[src/rtl/div_unit.sv]
// Multi-cycle integer divider: restoring radix-2, one quotient bit per cycle.
// Ports:
//   clk, rst              clock, asynchronous active-high reset
//   div_valid, signed_div start request, 1 = signed (DIV) / 0 = unsigned (DIVU)
//   opa, opb              dividend, divisor
//   annul                 flush, cancels any operation in progress
//   div_stall             stall request while a division is pending
//   ready                 one-cycle pulse, result valid
//   result                {remainder (HI), quotient (LO)}
module div_unit #(
    parameter int WIDTH = 32
) (
    input  logic               clk,
    input  logic               rst,
    input  logic               div_valid,
    input  logic               signed_div,
    input  logic [WIDTH-1:0]   opa,
    input  logic [WIDTH-1:0]   opb,
    input  logic               annul,
    output logic               div_stall,
    output logic               ready,
    output logic [2*WIDTH-1:0] result
);

    typedef enum logic [1:0] {IDLE, ZERO, RUN, DONE} state_t;

    state_t state, state_n;

    logic [5:0]       cnt;
    logic [WIDTH-1:0] a_q, b_q;
    logic             sgn_q;
    logic [WIDTH-1:0] rem, quo;

    logic [WIDTH-1:0] a_in_mag, b_mag;
    logic [WIDTH:0]   sh;
    logic [WIDTH+1:0] diff;
    logic             fits;
    logic [WIDTH-1:0] rem_n, quo_n;
    logic             neg_q, neg_r;
    logic [WIDTH-1:0] q_fix, r_fix;

    // Dividend magnitude is loaded straight into the quotient register
    // at start; divisor magnitude is derived from the latched copy.
    always_comb begin
        a_in_mag = (signed_div && opa[WIDTH-1]) ? -opa : opa;
        b_mag    = (sgn_q && b_q[WIDTH-1]) ? -b_q : b_q;

        // {rem,quo} << 1: upper half gains quo's MSB, kept WIDTH+1 wide
        // because an unsigned partial remainder can exceed WIDTH bits.
        sh    = {rem, quo[WIDTH-1]};
        diff  = {1'b0, sh} - {2'b00, b_mag};
        fits  = ~diff[WIDTH+1];
        rem_n = fits ? diff[WIDTH-1:0] : sh[WIDTH-1:0];
        quo_n = {quo[WIDTH-2:0], fits};

        // Quotient negative on sign mismatch; remainder follows dividend.
        neg_q = sgn_q & (a_q[WIDTH-1] ^ b_q[WIDTH-1]);
        neg_r = sgn_q & a_q[WIDTH-1];
        q_fix = neg_q ? -quo_n : quo_n;
        r_fix = neg_r ? -rem_n : rem_n;
    end

    always_comb begin
        state_n = state;
        unique case (state)
            IDLE: begin
                if (div_valid && !annul) begin
                    state_n = (opb == '0) ? ZERO : RUN;
                end
            end
            ZERO: state_n = DONE;
            RUN: begin
                if (cnt == 6'(WIDTH - 1)) begin
                    state_n = DONE;
                end
            end
            DONE: state_n = IDLE;
            default: state_n = IDLE;
        endcase
        if (annul) begin
            state_n = IDLE;
        end
    end

    always_comb begin
        ready     = (state == DONE) && !annul;
        div_stall = ((state == IDLE) && div_valid && !annul)
                  || (state == ZERO)
                  || (state == RUN);
    end

    always_ff @(posedge clk or posedge rst) begin
        if (rst) begin
            state  <= IDLE;
            cnt    <= '0;
            a_q    <= '0;
            b_q    <= '0;
            sgn_q  <= 1'b0;
            rem    <= '0;
            quo    <= '0;
            result <= '0;
        end else begin
            state <= state_n;
            unique case (state)
                IDLE: begin
                    if (state_n != IDLE) begin
                        a_q   <= opa;
                        b_q   <= opb;
                        sgn_q <= signed_div;
                        rem   <= '0;
                        quo   <= a_in_mag;
                        cnt   <= '0;
                    end
                end
                RUN: begin
                    rem <= rem_n;
                    quo <= quo_n;
                    cnt <= cnt + 6'd1;
                    if (state_n == DONE) begin
                        result <= {r_fix, q_fix};
                    end
                end
                ZERO: begin
                    if (state_n == DONE) begin
                        result <= {a_q, {WIDTH{1'b1}}};
                    end
                end
                default: ;
            endcase
        end
    end

endmodule

[config.mk]
export PLATFORM = sky130hd
export DESIGN_NAME = div_unit
export DESIGN_NICKNAME = d
export VERILOG_FILES = /design/src/rtl/div_unit.sv
export SDC_FILE = /design/constraint.sdc
export NUM_CORES = 1
export LEC_CHECK = 0
export ABC_CLOCK_PERIOD_IN_PS = 7300
export CAP_MARGIN = 20
export CORE_UTILIZATION = 45
export DETAILED_ROUTE_END_ITERATION = 8
export PLACE_DENSITY_LB_ADDON = 0.05
export SLEW_MARGIN = 20
export SYNTH_ARGS = -nofsm -noshare
export SYNTH_HDL_FRONTEND = slang
export SYNTH_SLANG_ARGS = --single-unit
[constraint.sdc]
create_clock -name clk -period 7.3 [get_ports clk]
set_clock_uncertainty 0.1 [all_clocks]
set_input_delay 1.46 -clock clk [delete_from_list [all_inputs] [get_ports clk]]
set_output_delay 1.46 -clock clk [all_outputs]
set_load 0.005 [all_outputs]
After elaboration in Yosys (flattened, before gate mapping)
Cells that the tools add are included.
{"block": "op_classes", "bitwise_logic": 4, "addsub": 6, "eq_ne": 8, "n_mux": 19, "n_reduce_logical": 17}
{"op": "$mux W32", "n": 7}
{"op": "$mux W64", "n": 2}
{"op": "$neg A32 Y32", "n": 4}
{"op": "$pmux W32 S2", "n": 2}
{"op": "$pmux W64 S2", "n": 1}
{"op": "$sub A33 B32 Y34", "n": 1}
{"op": "$logic_not A32 Y1", "n": 1}
{"op": "$pmux W6 S2", "n": 1}
{"op": "$mux W2", "n": 4}
{"op": "$pmux W2 S4", "n": 1}
{"op": "$add A6 B1 Y6 const B", "n": 1}
{"op": "$eq A2 B2 Y1 const B", "n": 3}
{"op": "$eq A6 B5 Y1 const B", "n": 1}
{"op": "$logic_and A1 B1 Y1", "n": 6}
{"op": "$mux W6", "n": 1}
{"op": "$ne A2 B1 Y1 const B", "n": 3}
{"op": "$reduce_bool A2 Y1", "n": 3}
{"op": "$reduce_and A2 Y1", "n": 2}
{"op": "$reduce_and A3 Y1", "n": 1}
{"op": "$and A1 B1 Y1", "n": 2}
{"op": "$eq A2 B1 Y1 const B", "n": 1}
{"op": "$logic_not A2 Y1", "n": 1}
{"op": "$logic_or A1 B1 Y1", "n": 2}
{"op": "$logic_not A1 Y1", "n": 1}
{"op": "2 further kinds", "n": 2}
{"block": "word_totals", "input_bits": 69, "elab_cells": 62, "reg_bits": 201, "output_inout_bits": 66}

Depth between registers and ports, before layout
{"block": "logic_depth", "ltp_word": 8, "ltp_mapped": 33, "ltp_nobuf": 29}

Least setup slack after synthesis
OpenSTA, ideal clock, no wires.
{"block": "synth_path", "path_type": "register to register", "start": "reg b_q[2]", "end": "reg result[60]", "required_time_ns": 7.080, "arrival_ns": 7.132, "path_buffers": 4, "period_less_slack_ns": 7.352, "path_slack_ns": -0.052, "stages_incl_launch_ff": 32, "setup_time_ns": 0.120, "cell_sequence": "dfrtp_1 or3_1 nor3_1 nand2_1 nor4_2 nand2_1 or4_1 or4_1 o41ai_2 xor2_1 ha_1 buf_6 a21o_1 a21oi_2 o21bai_2 a221oi_4 o21ai_2 buf_6 buf_2 buf_2 o21ai_0 ha_1 or3b_2 nor3_1 nand2_1 nor4_1 o211ai_1 o31ai_2 o2111ai_1 nand4bb_1 o31a_1 a31o_1"}
{"block": "synth_via", "elab_chain_len": 8}
{"item": "start, declared", "line": "30", "rtl": "logic [WIDTH-1:0] a_q, b_q;"}
{"item": "start signal, assigned", "line": "108", "rtl": "b_q <= opb;"}
{"item": "$neg A32 Y32", "line": "46", "rtl": "b_mag = (sgn_q && b_q[WIDTH-1]) ? -b_q : b_q;"}
{"item": "$mux W32 (*)", "line": "46"}
{"item": "$sub A33 B32 Y34 (*)", "line": "51", "rtl": "diff = {1'b0, sh} - {2'b00, b_mag};"}
{"item": "$mux W32 (*)", "line": "53", "rtl": "rem_n = fits ? diff[WIDTH-1:0] : sh[WIDTH-1:0];"}
{"item": "$neg A32 Y32", "line": "60", "rtl": "r_fix = neg_r ? -rem_n : rem_n;"}
{"item": "$mux W32 (*)", "line": "60"}
{"item": "$mux W64 (*)", "line": "119", "rtl": "if (state_n == DONE) begin"}
{"item": "$pmux W64 S2 (*)", "line": "104", "rtl": "unique case (state)"}
{"item": "end signal, assigned", "line": "120", "rtl": "result <= {r_fix, q_fix};"}
{"item": "end signal, assigned", "line": "125", "rtl": "result <= {a_q, {WIDTH{1'b1}}};"}
{"item": "end, declared", "line": "22", "rtl": "output logic [2*WIDTH-1:0] result"}
Every way passes the cells marked *; elsewhere a longest branch is shown, timed or not. The select of a mux whose other input is x is not followed.
A chain may end at the register's enable or synchronous reset.

Final worst setup path
Ends and elaborated chain as after synthesis.

==> summary.txt <==
Worst hold path
  – Worst Hold Launch: result[10]$_DFFE_PP0P_
  – Worst min-delay path endpoint: result[10]$_DFFE_PP0P_
  – Hold Crit Depth: 2
  – Worst hold path class: reg -> reg

Routing
  – Vias per cell: approximately 6
  – DRT Pass-1 Iters: 8
  – Number of nets still failing antenna checks after routing: 0
  – Post-detailed-routing wire length: 45.2 mm
  – DRT iter0 DRCs: roughly 1100
  – WL/cell: 20.9 um
  – DRC violations left: 0
  – Via count: 12920

Timing
  – Post-route setup slack: 378 ps
  – Hold Violations, Final: 0
  – Slew @ Worst Pin: 1110 ps
  – Slew Viols, Final: 0
  – Slew HR: 0.257
  – Hold slack: 372 ps
  – Maximum clock rate: 144 MHz
  – Final period util: 0.948
  – Min Clock Period, post-route: roughly 6900 ps
  – Setup_tns: 0 ps
  – Final setup violation count: 0

Cells and area
  – Share of layout cells above drive strength 1: 0.119
  – Antenna diodes: 0
  – Synth-to-layout area growth: 20.2%
  – Final core occ: 0.556
  – Final instance area: 16700 um^2
  – Nets: about 1900
  – Most frequent cells in the layout: nand2_1 (235), dfrtp_1 (201), nor2_1 (145), clkdlybuf4s50_1 (134), a21oi_1 (119)
  – Most common cell after layout, fill and taps aside: nand2_1

Clock network
  – Num CTS Buffers: 24
  – CTS Sinks: 201
  – H-Tree Depth: 1
  – Clk root buf: clkbuf_16
  – Clk slew on worst S/H paths: 60 ps
  – CTS tree: done
  – CTS max path bufs: 3
  – Later-pin clock latency in the skew report: about 530 ps

Worst setup path
  – CP Class: reg -> reg
  – Reg-to-reg slack, setup: 380 ps
  – Worst Path Arrival: ~7200 ps
  – Setup crit start kind: register
  – Reg2reg start: b_q[2]$_DFFE_PP0P_
  – Critical Path End Type: register
  – Worst-case reg-to-reg path depth: 27
  – Worst Path Required: 7610 ps
  – Worst Setup SP: b_q[2]$_DFFE_PP0P_
  – CP max FO: 5
  – R2R Path End: result[60]$_DFFE_PP0P_

Floorplanning
  – Die Y: 178 um
  – Initial Util: 0.462
  – I/O Pins: roughly 140
  – Row count: 63
  – Die Outline Area: around 32000 um^2
  – Core area: 30000 um^2
  – Die Width: 178 um

Global route
  – Vias in the first global route: 11959
  – Met1 Use GR: 0.445
  – Global-route wire length before repair: 70.5 mm
  – Total GRT Usage: 0.289
  – Routing usage on met2: 0.431
  – Pin count of the biggest net entering global routing: 80
  – Gr busiest metal: met1
  – M3 GR Usage: 0.0330
  – Initial antenna violation count: 0
  – GRT Residual Overflow: 0

Power and ir drop
  – Psw: approximately 0.0043 W
  – Switching Fraction: 0.476
  – Seq pwr share: 0.227
  – VDD IR max: 0.599 mV
  – Clock power frac: 0.144
  – Leakage Power: 6.95 nW
  – P per Cell Area: around 540 nW/um^2
  – Pint: 0.00472 W
  – Comb power frac: 0.629

Synth
  – Post-synth EDFFs: 0
  – Distinct cell type count after synthesis: 89
  – Asr flop ratio synth: 1.00
  – YS warnings: 0
  – Leading register cell type out of synthesis: dfrtp_1
  – Synth Instances: 1636
  – Syn Nets: ~1700
  – Area leader, netlist: dfrtp_1
  – Top cell type's share of synthesized area: 0.362
  – Post-synthesis register bit count: 201
  – Area of the mapped netlist: 13900 um^2
  – Area contributors post-synth: dfrtp_1 (36%), nand2_1 (6.4%), mux2_2 (4.9%)
  – Sequential-to-total area share from yosys stat: 0.362
  – Syn avg cell area: 8.49 um^2

Run
  – Max cap viols: 0

Placement
  – Buffers added on ports: 134
  – Pre-CTS worst setup slack: 65.3 ps
  – Placed cell area: ~16000 um^2
  – Routability cong.: about 0.90
  – DP Wirelength: 33.5 mm

Status
  – Outcome: completed
-- flip-flops by register name (all words and copies together) (netlist names) --
signal	flops
a_q	32
b_q	32
cnt	6
quo	32
rem	32
result	64
sgn_q	1
state	2
-- per-stage QoR --
step,total power [W],cells
global placement,0.00752,2115
global route,0.00972,2160
floorplan,0.00585,1636
detailed placement,0.00757,2115
CTS,0.00890,2158
finish,0.00901,2160
-- metal layers --
layer / vias up / routed length [um]
li1: 6148 / -
met1: 6330 / 22000
met4: 0 / 819
met3: 48 / 2640
met5: - / 0
met2: 394 / 19700
-- area by class of cell --
type	instances	area (um^2)
Clock inverter	9	126
Tap cell	390	488
Clock buffer	34	729
Sequential cell	201	5030
Multi-Input combinational cell	1316	8500
Timing Repair Buffer	182	1710
Fill cell	2777	13300
Inverter	28	113
-- cell usage after synthesis, types with 26 or more instances --
master,instances
a21oi_1,119
clkbuf_1,59
dfrtp_1,201
ha_1,42
inv_1,26
mux2_2,61
nand2_1,238
nand3_1,54
nor2_1,146
nor3_1,35
o21ai_0,118
xnor2_1,68
xor2_1,65
-- power groups by stage --
stage,Combinational [W],Clock (W),Sequential [W]
floorplan,0.00395,0,0.00190
global placement,0.00549,0,0.00203
detailed placement,0.00554,0,0.00203
CTS,0.00557,0.00132,0.00202
global route,0.00626,0.00136,0.00210
finish,0.00567,0.00130,0.00204
-- kinds of logic after synthesis --
| group | count (synthesis) | share of synthesized area |
|---|---|---|
| buf+inv | 119 | 0.0373 |
| mux | 78 | 0.0617 |
| compound gates | 456 | 0.214 |
| xor+xnor | 133 | 0.0839 |
| simple gates | 606 | 0.202 |
| flops | 201 | 0.362 |
| fa+ha+maj | 43 | 0.0393 |
-- critical path, cell delays in order (launching register included) --
cell,delay (ps)
dfrtp_1,380
or3_4,410
nor3_4,150
nand2_2,100
nor4_4,260
nand2_2,120
or4_4,440
or4_4,550
o41ai_4,230
xor2_1,180
ha_1,280
a21o_1,210
a21oi_2,170
o21bai_2,110
a221oi_4,350
o21ai_4,160
o21ai_2,190
ha_1,180
or3b_4,400
nor3_4,190
nand2_2,110
nor4_4,230
o211ai_1,170
o31ai_2,110
o2111ai_2,240
nand4bb_1,280
o31a_1,260
a31o_1,210
-- repair_timing --
action                     in CTS  in global routing
hold buffers                    0                  0
buffers inserted                0                  2
resized for setup               0                 29
setup endpoints to repair       0                 15
-- worst max-delay path by stage --
stage          slack [ps]                endpoint
2_1_floorplan           9  result[60]$_DFFE_PP0P_
3_3_place_gp          140  result[60]$_DFFE_PP0P_
3_5_place_dp           70  result[60]$_DFFE_PP0P_
4_1_cts                30  result[60]$_DFFE_PP0P_
5_1_grt               -20  result[60]$_DFFE_PP0P_
6_report              380  result[60]$_DFFE_PP0P_
No activity file was read; power rests on OpenSTA's default activity.
